===== src/rtl/console_text_writer.sv =====
// Byte-stream console writer: cursor tracking, glyph writes, clear and hardware scroll into char RAM.
// One RAM access per granted cycle; charReady only in IDLE, and memReq holds its request until granted.
module console_text_writer #(
    parameter int          COLS   = 80,
    parameter int          ROWS   = 48,
    parameter int          ADDR_W = 14,
    parameter logic [7:0]  BLANK  = 8'h20
) (
    input  logic              vgaClock,
    input  logic              reset,
    input  logic [7:0]        charData,
    input  logic              charValid,
    output logic              charReady,
    output logic              memReq,
    input  logic              memGrant,
    output logic              memWe,
    output logic [ADDR_W-1:0] memAddr,
    output logic [7:0]        memWData,
    input  logic [7:0]        memRData,
    output logic [6:0]        cursorX,
    output logic [5:0]        cursorY,
    output logic              busy
);

    localparam logic [12:0] L_COLS  = 13'(COLS);
    localparam logic [12:0] L_TOTAL = 13'(COLS * ROWS);
    localparam logic [12:0] L_SCR   = 13'(COLS * (ROWS - 1));
    localparam logic [6:0]  X_MAX   = 7'(COLS - 1);
    localparam logic [5:0]  Y_MAX   = 6'(ROWS - 1);

    typedef enum logic [2:0] {
        IDLE, WRITE, CLEAR, SCR_RD, SCR_CAP, SCR_WR, SCR_BLANK
    } state_t;

    state_t      r_state, w_state_nxt;
    logic [6:0]  r_x, w_x;
    logic [5:0]  r_y, w_y;
    logic [12:0] r_cnt, w_cnt;
    logic        r_req, w_req;
    logic        r_we, w_we;
    logic [12:0] r_addr, w_addr;
    logic [7:0]  r_wdata, w_wdata;
    logic        w_grant;
    logic        w_take;
    logic        w_scroll;
    logic [12:0] w_lin;

    assign charReady = (r_state == IDLE) && !reset;
    assign w_take    = charValid && charReady;
    assign w_grant   = r_req && memGrant;
    assign w_lin     = 13'(r_y) * L_COLS + 13'(r_x);

    always_comb begin
        w_state_nxt = r_state;
        w_x         = r_x;
        w_y         = r_y;
        w_cnt       = r_cnt;
        w_req       = r_req;
        w_we        = r_we;
        w_addr      = r_addr;
        w_wdata     = r_wdata;
        w_scroll    = 1'b0;

        case (r_state)
            IDLE: begin
                w_req = 1'b0;
                if (w_take) begin
                    if (charData >= 8'h20 && charData <= 8'h7E) begin
                        w_state_nxt = WRITE;
                        w_req       = 1'b1;
                        w_we        = 1'b1;
                        w_addr      = w_lin;
                        w_wdata     = charData;
                    end else begin
                        case (charData)
                            8'h0D: w_x = '0;
                            8'h0A: begin
                                if (r_y < Y_MAX) w_y = r_y + 6'd1;
                                else             w_scroll = 1'b1;
                            end
                            8'h08: begin
                                if (r_x != 7'd0) begin
                                    w_x = r_x - 7'd1;
                                end else if (r_y != 6'd0) begin
                                    w_x = X_MAX;
                                    w_y = r_y - 6'd1;
                                end
                            end
                            8'h0C: begin
                                w_state_nxt = CLEAR;
                                w_req       = 1'b1;
                                w_we        = 1'b1;
                                w_addr      = '0;
                                w_wdata     = BLANK;
                                w_cnt       = '0;
                            end
                            default: ;
                        endcase
                    end
                end
            end
            WRITE: begin
                if (w_grant) begin
                    w_state_nxt = IDLE;
                    w_req       = 1'b0;
                    if (r_x == X_MAX) begin
                        w_x = '0;
                        if (r_y < Y_MAX) w_y = r_y + 6'd1;
                        else             w_scroll = 1'b1;
                    end else begin
                        w_x = r_x + 7'd1;
                    end
                end
            end
            CLEAR, SCR_BLANK: begin
                if (w_grant) begin
                    if (r_cnt == L_TOTAL - 13'd1) begin
                        w_state_nxt = IDLE;
                        w_req       = 1'b0;
                        if (r_state == CLEAR) begin
                            w_x = '0;
                            w_y = '0;
                        end
                    end else begin
                        w_cnt  = r_cnt + 13'd1;
                        w_addr = r_cnt + 13'd1;
                    end
                end
            end
            SCR_RD: begin
                if (w_grant) begin
                    w_state_nxt = SCR_CAP;
                    w_req       = 1'b0;
                end
            end
            SCR_CAP: begin
                // Read data is valid exactly this cycle; it becomes the write payload.
                w_state_nxt = SCR_WR;
                w_req       = 1'b1;
                w_we        = 1'b1;
                w_addr      = r_cnt;
                w_wdata     = memRData;
            end
            SCR_WR: begin
                if (w_grant) begin
                    if (r_cnt + 13'd1 == L_SCR) begin
                        w_state_nxt = SCR_BLANK;
                        w_cnt       = L_SCR;
                        w_addr      = L_SCR;
                        w_wdata     = BLANK;
                    end else begin
                        w_state_nxt = SCR_RD;
                        w_cnt       = r_cnt + 13'd1;
                        w_we        = 1'b0;
                        w_addr      = r_cnt + 13'd1 + L_COLS;
                    end
                end
            end
            default: begin
                w_state_nxt = IDLE;
                w_req       = 1'b0;
            end
        endcase

        // Scroll keeps the cursor on the last row and starts by reading row 1.
        if (w_scroll) begin
            w_state_nxt = SCR_RD;
            w_cnt       = '0;
            w_req       = 1'b1;
            w_we        = 1'b0;
            w_addr      = L_COLS;
        end
    end

    always_ff @(posedge vgaClock) begin
        if (reset) begin
            r_state <= IDLE;
            r_x     <= '0;
            r_y     <= '0;
            r_cnt   <= '0;
            r_req   <= 1'b0;
            r_we    <= 1'b0;
            r_addr  <= '0;
            r_wdata <= '0;
        end else begin
            r_state <= w_state_nxt;
            r_x     <= w_x;
            r_y     <= w_y;
            r_cnt   <= w_cnt;
            r_req   <= w_req;
            r_we    <= w_we;
            r_addr  <= w_addr;
            r_wdata <= w_wdata;
        end
    end

    assign memReq   = r_req;
    assign memWe    = r_we;
    assign memAddr  = {{(ADDR_W-13){1'b0}}, r_addr};
    assign memWData = r_wdata;
    assign cursorX  = r_x;
    assign cursorY  = r_y;
    assign busy     = (r_state != IDLE);

endmodule


===== config.mk =====
export PLATFORM = sky130hd
export DESIGN_NAME = console_text_writer
export DESIGN_NICKNAME = d
export VERILOG_FILES = /design/src/rtl/console_text_writer.sv
export SDC_FILE = /design/constraint.sdc
export NUM_CORES = 1
export LEC_CHECK = 0
export CAP_MARGIN = 20
export CORE_UTILIZATION = 46
export DETAILED_ROUTE_END_ITERATION = 10
export MAX_ROUTING_LAYER = met4
export PLACE_DENSITY = 0.69
export SYNTH_ARGS = -nofsm -noshare
export SYNTH_HDL_FRONTEND = slang
export SYNTH_SLANG_ARGS = --single-unit

===== constraint.sdc =====
create_clock -name vgaClock -period 3.3 [get_ports vgaClock]
set_clock_uncertainty 0.05 [all_clocks]
set_input_delay 0.825 -clock vgaClock [delete_from_list [all_inputs] [get_ports vgaClock]]
set_output_delay 0.825 -clock vgaClock [all_outputs]
set_load 0.05 [all_outputs]

==> results of run 1 <==
-- metal layers --
metal / vias up / track usage, %
li1: 2251 / -
met5: - / -
met1: 2171 / 42.7
met3: 29 / 4.44
met4: 0 / 10.7
met2: 227 / 45.0
-- sequential cells by signal, indices dropped and copies added, names as in the netlist --
name      cells
cursorX       7
cursorY       6
memReq        1
memWData      8
memWe         1
r_addr       13
r_cnt        13
r_state       3
-- report_power, final --
part           internal [uW]  switching, uW
Combinational            173            299
Clock                    171            232
Sequential               665           35.1
Total                   1010            567
-- stage by stage --
stage / TNS, ps / instance area, um^2 / utilization, % / hold slack [ps] / setup WS (ps)
after detailed placement: -50.7 / 5120 / 57.9 / 415 / -50.7
after global routing: 0 / 5220 / 59.0 / 460 / 45.8
final: 0 / 5220 / 59.0 / 437 / 270
after floorplan: 0 / 4250 / - / 414 / 449
after global placement: 0 / 5120 / 57.9 / 420 / 87.3
after CTS: 0 / 5220 / 59.0 / 443 / 271
-- cell type report --
class	count	share of cell area (%)
Clock inverter	2	0.288
Multi-Input combinational cell	459	56.9
Clock buffer	6	1.58
Sequential cell	52	19.9
Tap cell	108	2.59
Inverter	15	1.08
Timing Repair Buffer	102	17.6
-- cell families after synthesis --
family                   Yosys count  share of synthesized area [%]
other                              1                         0.0883
multiplexers                       1                          0.236
flip-flops                        52                           24.5
buffers and inverters             54                           5.45
AO/OA/AOI/OAI                    190                           30.1
adder cells (fa/ha/maj)           20                           6.25
XOR/XNOR                          29                           5.98
AND/OR/NAND/NOR                  218                           27.4
-- cells in the mapped netlist (5+ instances only) --
cell type | n | area share (%)
a211oi_1 | 11 | 1.9
a21oi_1 | 45 | 5.3
a221oi_1 | 14 | 2.9
a22oi_1 | 8 | 1.4
a31oi_1 | 13 | 1.9
and2_1 | 6 | 0.88
and3_1 | 7 | 1.0
buf_2 | 8 | 0.94
clkbuf_1 | 26 | 2.3
dfxtp_1 | 52 | 25
ha_1 | 18 | 5.3
inv_1 | 15 | 1.3
nand2_1 | 49 | 4.3
nand2b_1 | 6 | 0.88
nand3_1 | 17 | 2.0
nor2_1 | 57 | 5.0
nor2b_1 | 11 | 1.6
nor3_1 | 28 | 3.3
nor4_1 | 6 | 0.88
o211ai_1 | 5 | 0.88
o21ai_0 | 41 | 4.8
o31ai_1 | 5 | 0.88
o32ai_1 | 5 | 1.0
or3_1 | 6 | 0.88
xnor2_1 | 18 | 3.7
xor2_1 | 11 | 2.3
-- worst min-delay path by stage --
stage	from	to	cells past startpoint
6_report	memWData[5]	memWData[5]	2
4_1_cts	memWData[5]	memWData[5]	2
3_5_place_dp	memWData[6]	memWData[6]	1
3_3_place_gp	memWData[6]	memWData[6]	1
2_1_floorplan	r_cnt[12]	r_cnt[12]	2
5_1_grt	memWData[5]	memWData[5]	2
-- cell usage in the layout (no fill, tap or decap), types with 7 or more instances in the layout --
cell type        synthesis  final
nor2_1                  57     57
clkdlybuf4s50_1          0     56
dfxtp_1                 52     52
nand2_1                 49     49
a21oi_1                 45     45
buf_4                    3     45
o21ai_0                 41     41
nor3_1                  28     28
xnor2_1                 18     18
ha_1                    18     18
nand3_1                 17     17
inv_1                   15     15
a221oi_1                14     14
a31oi_1                 13     13
nor2b_1                 11     11
xor2_1                  11     11
a211oi_1                11     11
a22oi_1                  8      8
and3_1                   7      7
-- worst max-delay path, delay by kind of cell --
kind / cells / cell delay, ps
buffers and inverters: 2 / 580
AND/OR/NAND/NOR: 4 / 1160
AO/OA/AOI/OAI: 3 / 630
==> qor.txt, run 1 <==
hpwl dp = 10900 um
# Post-CTS Setup Buffers = 0
Max-cap violations = 0
CTS tree = done
1st-iter DRT viols = 491
ys async rst share = 0%
cell area after synthesis = 4250 um^2
Multi-input gate area = 2970 um^2
Post-synth EDFFs = 0
Vert. Die Dim = 98.1 um
worst vdd ir = 0.173 mV
Cells after DPL = 736
Starting Density = 48.0%
post-layout min period = 3030 ps
met3 WL = 1080 um
Nets = 675
Top Layer Used = met4
violated checks = design-rule violations
Syn Nets = 605
Critical R2R Capture = memWData[2]
total track usage = 30.7%
CP Cell Sequence = clkdlybuf4s50_1 > or4_1 > nor4_2 > o31ai_1 > buf_4 > nor3_1 > a21oi_2 > a221oi_1 > nor3_1
gpl congestion = 0.973
cell count after synthesis = 565
slowest stage cell, crit path = or4_1
die outline width = 98.1 um
Post-CTS Hold Buffers = 0
Final period util = 91.8%
sequential share of the synthesized area = 24.5%
launch point of the worst path = charData[4]
WL/cell = 19.0 um
register area = 1040 um^2
outcome = finished with violations
first-pass GRT wire length = 22700 um
Worst-Margin Slew = 984 ps
critical path data arrival time = 3180 ps
H-tree levels = 2
initial antenna violation count = 0
I/O Buffers = 57
share of cells above drive strength 1 = 11.6%
Core Region = 8850 um^2
via count of the first global-routing pass = 4272
mean area per synthesized cell = 7.51 um^2
Worst Path Max Fanout = 14
Leak = 0.00190 uW
Slew headroom = 33.8%
RSZ-0062 raised after global routing = no
synth warn = 0
Antenna diodes = 0
WP data required = 3450 ps
Worst setup EP type = register
cell mode on critical path = nor3_1
R2R depth = 11
Post-CTS Resized = 0
routed wire length = 14200 um
Via density = 6.29
Setup CP Type = in2reg
DRT Pass-1 Iters = 8
crit path to = memWData[2]
critical path's largest stage delay = 590 ps
largest net degree at the start of global routing = 25
Die ar. = 9620 um^2
# clock sinks = 52
Num CTS Buffers = 5
Worst-Skew Late Latency = 310 ps
reg-to-reg startpoint = r_cnt[0]
Worst R2R Setup Slack = 300 ps
Fin. Hold Viols = 0
Hold Path Class = reg2reg
main flop type after synthesis = dfxtp_1
crit start category = input pin
Fill cells = 846
Power, Total = 1570 uW
Layout area overhead = 23.0%
IO Pins = 59
Max Slew Vio Count = 0
grt ovf = 0
Cell Count, Final, Fillers Out = 744
Post-Route M1 WL = 6350 um
FF+latch count, synth = 52
ANT nets after route = 0
vias post-DR = 4678
DRC viols = 1
met2 WL post-DR = 6410 um
root buf cell = clkbuf_8
fmax = 330 MHz
Rows = 34
Power Density = 302 nW/um^2
CTS clk-pin slew, worst paths = 100 ps
post-synthesis cell type count = 72
CTS max path bufs = 2
Setup Viol. Count Final = 0
Note: power is estimated with default switching activity, not from simulation.
==> run 2, diff against run 1 <==
--- a/constraint.sdc
+++ b/constraint.sdc
@@ -4,2 +4,2 @@
 set_output_delay 0.825 -clock vgaClock [all_outputs]
-set_load 0.05 [all_outputs]
+set_load 0.01 [all_outputs]
==> qor.txt, run 2 (synthesis results as in run 1) <==
outcome = finished with violations (unchanged)
violated checks = design-rule violations (unchanged)
CTS max path bufs = 2 (unchanged)
Power, Total = 1440 uW (was 1570 uW)
final hold slack = 433 ps (was 437 ps)
IO Pins = 59 (unchanged)
Post-Route M1 WL = 6100 um (was 6350 um)
worst hold start = memWData[5] (unchanged)
hpwl dp = 11000 um (was 10900 um)
Rows = 34 (unchanged)
CP Cell Sequence = nor3_2 > inv_1 > nor2_1 > clkdlybuf4s50_1 (was clkdlybuf4s50_1 > or4_1 > nor4_2 > o31ai_1 > buf_4 > nor3_1 > a21oi_2 > a221oi_1 > nor3_1)
WL/cell = 19.3 um (was 19.0 um)
CP top delay family = buffers and inverters (was simple AND/OR/NAND/NOR gates)
met3 WL = 1280 um (was 1080 um)
Worst R2R Setup Slack = 380 ps (was 300 ps)
final design area excluding fillers = 5190 um^2 (was 5220 um^2)
I/O Buffers = 57 (unchanged)
CP bufs+invs = 2 (unchanged)
Via density = 6.46 (was 6.29)
Final period util = 90.4% (was 91.8%)
DRC viols = 1 (unchanged)
largest net degree at the start of global routing = 23 (was 25)
Worst Path Max Fanout = 14 (unchanged)
worst hold stages = 2 (unchanged)
Setup Viol. Count Final = 0 (unchanged)
root buf cell = clkbuf_8 (unchanged)
Post-CTS Resized = 0 (unchanged)
CTS clk-pin slew, worst paths = 110 ps (was 100 ps)
Post-CTS Hold Buffers = 0 (unchanged)
Core Region = 8850 um^2 (unchanged)
WP data required = 2420 ps (was 3450 ps)
first-pass GRT wire length = 23000 um (was 22700 um)
DRT Pass-1 Iters = 8 (unchanged)
CTS tree = done (unchanged)
via count of the first global-routing pass = 4394 (was 4272)
area post-placement = 5100 um^2 (was 5120 um^2)
Hold Path End = memWData[5] (unchanged)
total track usage = 30.9% (was 30.7%)
critical path data arrival time = 2110 ps (was 3180 ps)
Starting Density = 48.0% (unchanged)
fmax = 335 MHz (was 330 MHz)
# clock sinks = 52 (unchanged)
die outline width = 98.1 um (unchanged)
Top Layer Used = met4 (unchanged)
1st-iter DRT viols = 477 (was 491)
Layout area overhead = 22.3% (was 23.0%)
gpl congestion = 1.05 (was 0.973)
Setup CP Type = reg2out (was in2reg)
vias post-DR = 4793 (was 4678)
Antenna diodes = 0 (unchanged)
reg-to-reg startpoint = r_cnt[1] (was r_cnt[0])
Vert. Die Dim = 98.1 um (unchanged)
Hold Path Class = reg2reg (unchanged)
initial antenna violation count = 0 (unchanged)
Cells after DPL = 734 (was 736)
slowest stage cell, crit path = clkdlybuf4s50_1 (was or4_1)
worst vdd ir = 0.184 mV (was 0.173 mV)
Max-cap violations = 0 (unchanged)
Cell Count, Final, Fillers Out = 742 (was 744)
Fill cells = 826 (was 846)
met2 WL post-DR = 6660 um (was 6410 um)
Critical R2R Capture = memWData[2] (unchanged)
critical path's largest stage delay = 540 ps (was 590 ps)
Slew headroom = 46.9% (was 33.8%)
Max Slew Vio Count = 0 (unchanged)
most frequent cells in the layout = nor2_1, clkdlybuf4s50_1, dfxtp_1 (unchanged)
final worst slack = 316 ps (was 270 ps)
Num CTS Buffers = 5 (unchanged)
post-layout min period = 2980 ps (was 3030 ps)
crit start category = register (was input pin)
RSZ-0062 raised after global routing = no (unchanged)
Fin. Hold Viols = 0 (unchanged)
ANT nets after route = 0 (unchanged)
Worst-Skew Late Latency = 310 ps (about the same)
Die ar. = 9620 um^2 (unchanged)
Leak = 0.00189 uW (was 0.00190 uW)
grt ovf = 0 (unchanged)
H-tree levels = 2 (unchanged)
# Post-CTS Setup Buffers = 0 (unchanged)
Power Density = 277 nW/um^2 (was 302 nW/um^2)
Worst-Margin Slew = 789 ps (was 984 ps)
Worst setup EP type = primary output (was register)
share of cells above drive strength 1 = 11.2% (was 11.6%)
routed wire length = 14400 um (was 14200 um)
worst slack, placed = -15.6 ps (was -50.7 ps)
R2R depth = 11 (unchanged)
Nets = 673 (was 675)
[run 2: worst reg2reg max path, stage by stage, from the launching register on]
cell	delay (ps)
dfxtp_1	430
ha_1	270
nand3_4	170
xnor2_1	270
ha_1	250
and3_1	190
o211ai_2	100
a2111oi_4	310
buf_4	220
a21oi_2	160
a221oi_1	290
nor3_1	100
[run 2: metal layers]
layer / up-vias / track usage [%]
met5: - / -
met1: 2257 / 41.2
met3: 31 / 4.58
li1: 2255 / -
met2: 250 / 48.4
met4: 0 / 8.51
[run 2: worst max-delay path by stage]
stage | startpoint | endpoint | slack (ps) | cells after the start
CTS | reset | charReady | 320 | 3
finish | r_state[1] | charReady | 320 | 4
global placement | charData[6] | cursorY[5] | 110 | 10
global route | charData[5] | memWData[2] | 90 | 9
detailed placement | charData[4] | memWData[2] | -20 | 9
floorplan | r_cnt[1] | r_addr[2] | 490 | 11
[run 2: final cells by class]
cell class,count,area [um^2],share of cell area (%)
clock buffers,5,68.8,1.33
clock inverters,3,23.8,0.458
inverters,15,56.3,1.08
multi-input cells,459,2970,57.3
flip-flops and latches,52,1040,20.1
well taps,108,135,2.60
repair buffers,100,893,17.2
[run 2: report_power, final]
group / total [uW] / leakage (uW) / internal, uW / switching, uW
clock: 387 / 0.0000404 / 151 / 236
sequential: 696 / 0.000422 / 665 / 31.3
combinational: 354 / 0.00143 / 170 / 184
[run 2: per-stage QoR]
| step | setup TNS, ps | utilization [%] |
|---|---|---|
| finish | 0 | 58.7 |
| global route | 0 | 58.7 |
| detailed placement | -15.6 | 57.6 |
| floorplan | 0 | - |
| CTS | 0 | 58.7 |
| global placement | 0 | 57.6 |
==> edit: new RTL, flow settings as in run 2 <==
Change the parameter `ADDR_W` from 14 to 13.
--- a/src/rtl/console_text_writer.sv
+++ b/src/rtl/console_text_writer.sv
@@ -3,7 +3,7 @@
 module console_text_writer #(
     parameter int          COLS   = 80,
     parameter int          ROWS   = 48,
-    parameter int          ADDR_W = 14,
+    parameter int          ADDR_W = 13,
     parameter logic [7:0]  BLANK  = 8'h20
 ) (
     input  logic              vgaClock,
Interface: changed (resized memAddr); port bits go from 59 to 58. No check against the original RTL was run, so the function may have changed too.
==> edit against run 2 <==
- the run still ends with DRC left
- power grew 5.0%
- register-to-register slack lost 0.13 ns
- area after synthesis shrank 0.27%
- worst setup slack lost 0.084 ns
- sequential cell count is the same
- global-route usage shrank 0.64 points
- non-clock buffer count shrank 2
- design area is essentially flat
- wire length shrank 2.3%
- critical path type unchanged
- largest cell class unchanged
==> edit: results <==
export IMPL_synthesis_nets=603
export IMPL_worst_pin_slew_ns=0.993
export IMPL_drt_met1_wl_um=6400
export IMPL_final_net_count=670
export IMPL_use_met2=0.467
export IMPL_r2r_start="r_cnt[0]$_SDFFE_PP0P_"
export IMPL_status="complete, but fails checks"
export IMPL_diodes=0
export IMPL_power_leakage_nw=1.89
export IMPL_p_sw_mw=0.444
export IMPL_antenna_found_initial=0
export IMPL_routed_wl_met2_um=6360
export IMPL_track_usage=0.302
export IMPL_grtUsageMet1=0.415
export IMPL_vdd_ir_drop_max_uv=183
export IMPL_crit_arrival_ns=2.19
export IMPL_layout_drive_gt1_share=0.109
export IMPL_drt_iter0_markers=487
export IMPL_yosysUniqueCellTypes=71
export IMPL_clk_latency_ns=0.31
export IMPL_combPwrFrac=0.233
export IMPL_grt_start_max_net_pins=18
export IMPL_route_met3_wl_um=994
export IMPL_drt_total_wl_um=14000
export IMPL_grt_pass1_vias=4414
export IMPL_dp_hpwl_um=10800
export IMPL_crit_fanout=17
export IMPL_drc_errors=1
export IMPL_avgViaCountPerCell=6.36
export IMPL_synth_area_leaders="dfxtp_1 25%, a21oi_1 5.3%, ha_1 5.3%"
export IMPL_gp_congestion=0.953
export IMPL_met3_usage=0.0322
export IMPL_clock_power_share=0.303
export IMPL_violations="DRC"
export IMPL_yosysSeqAreaShare=0.246
[edit: cell types whose count changed after synthesis, sizes merged]
cell / delta
buf: -1
conb: -1
[edit: worst register-to-register path: cells and delay by family (launching register included)]
| family | cells | cell delay (ns) |
|---|---|---|
| xor gates and xnor gates | 1 | 0.24 |
| AOI/OAI and AO/OA | 4 | 0.87 |
| DFF | 1 | 0.43 |
| buffers and inverters | 1 | 0.22 |
| and+or+nand+nor | 3 | 0.47 |
| adders and majority gates | 2 | 0.64 |
[edit: logic make-up (layout without fill, tap and decap cells)]
group,count (synthesis),after routing,synth area share
mux,1,1,0.00236
xor+xnor,29,29,0.0600
flops,52,52,0.246
buf+inv,53,121,0.0529
compound gates,190,190,0.302
simple gates,218,218,0.275
fa+ha+maj,20,20,0.0626
[edit: final cells by class]
type                       instances  area, µm²
fill                             862       3610
multi-input combinational        458       2970
sequential                        52       1040
timing repair buffer              98        878
tap                              108        135
clock buffer                       5       68.8
inverter                          15       56.3
clock inverter                     3       46.3
[edit: metrics by stage]
step	hold WS, ns	setup slack, ns	std cells	util	power (mW)
after floorplan	0.414	0.486	563	-	0.886
after detailed placement	0.419	0.0513	731	0.577	1.06
after CTS	0.432	0.264	739	0.590	1.52
after global placement	0.423	0.0967	731	0.577	1.05
after global routing	0.467	0.0616	739	0.590	1.58
final	0.426	0.232	739	0.590	1.51
[edit: how the worst max path moves through the flow]
stage | slack, ns | to
2_1_floorplan | 0.49 | memAddr[2]$_SDFFE_PP0P_
3_3_place_gp | 0.1 | r_cnt[7]$_SDFFE_PP0P_
3_5_place_dp | 0.05 | memWData[6]$_SDFFE_PP0P_
4_1_cts | 0.26 | charReady
5_1_grt | 0.06 | memWData[4]$_SDFFE_PP0P_
6_report | 0.23 | charReady
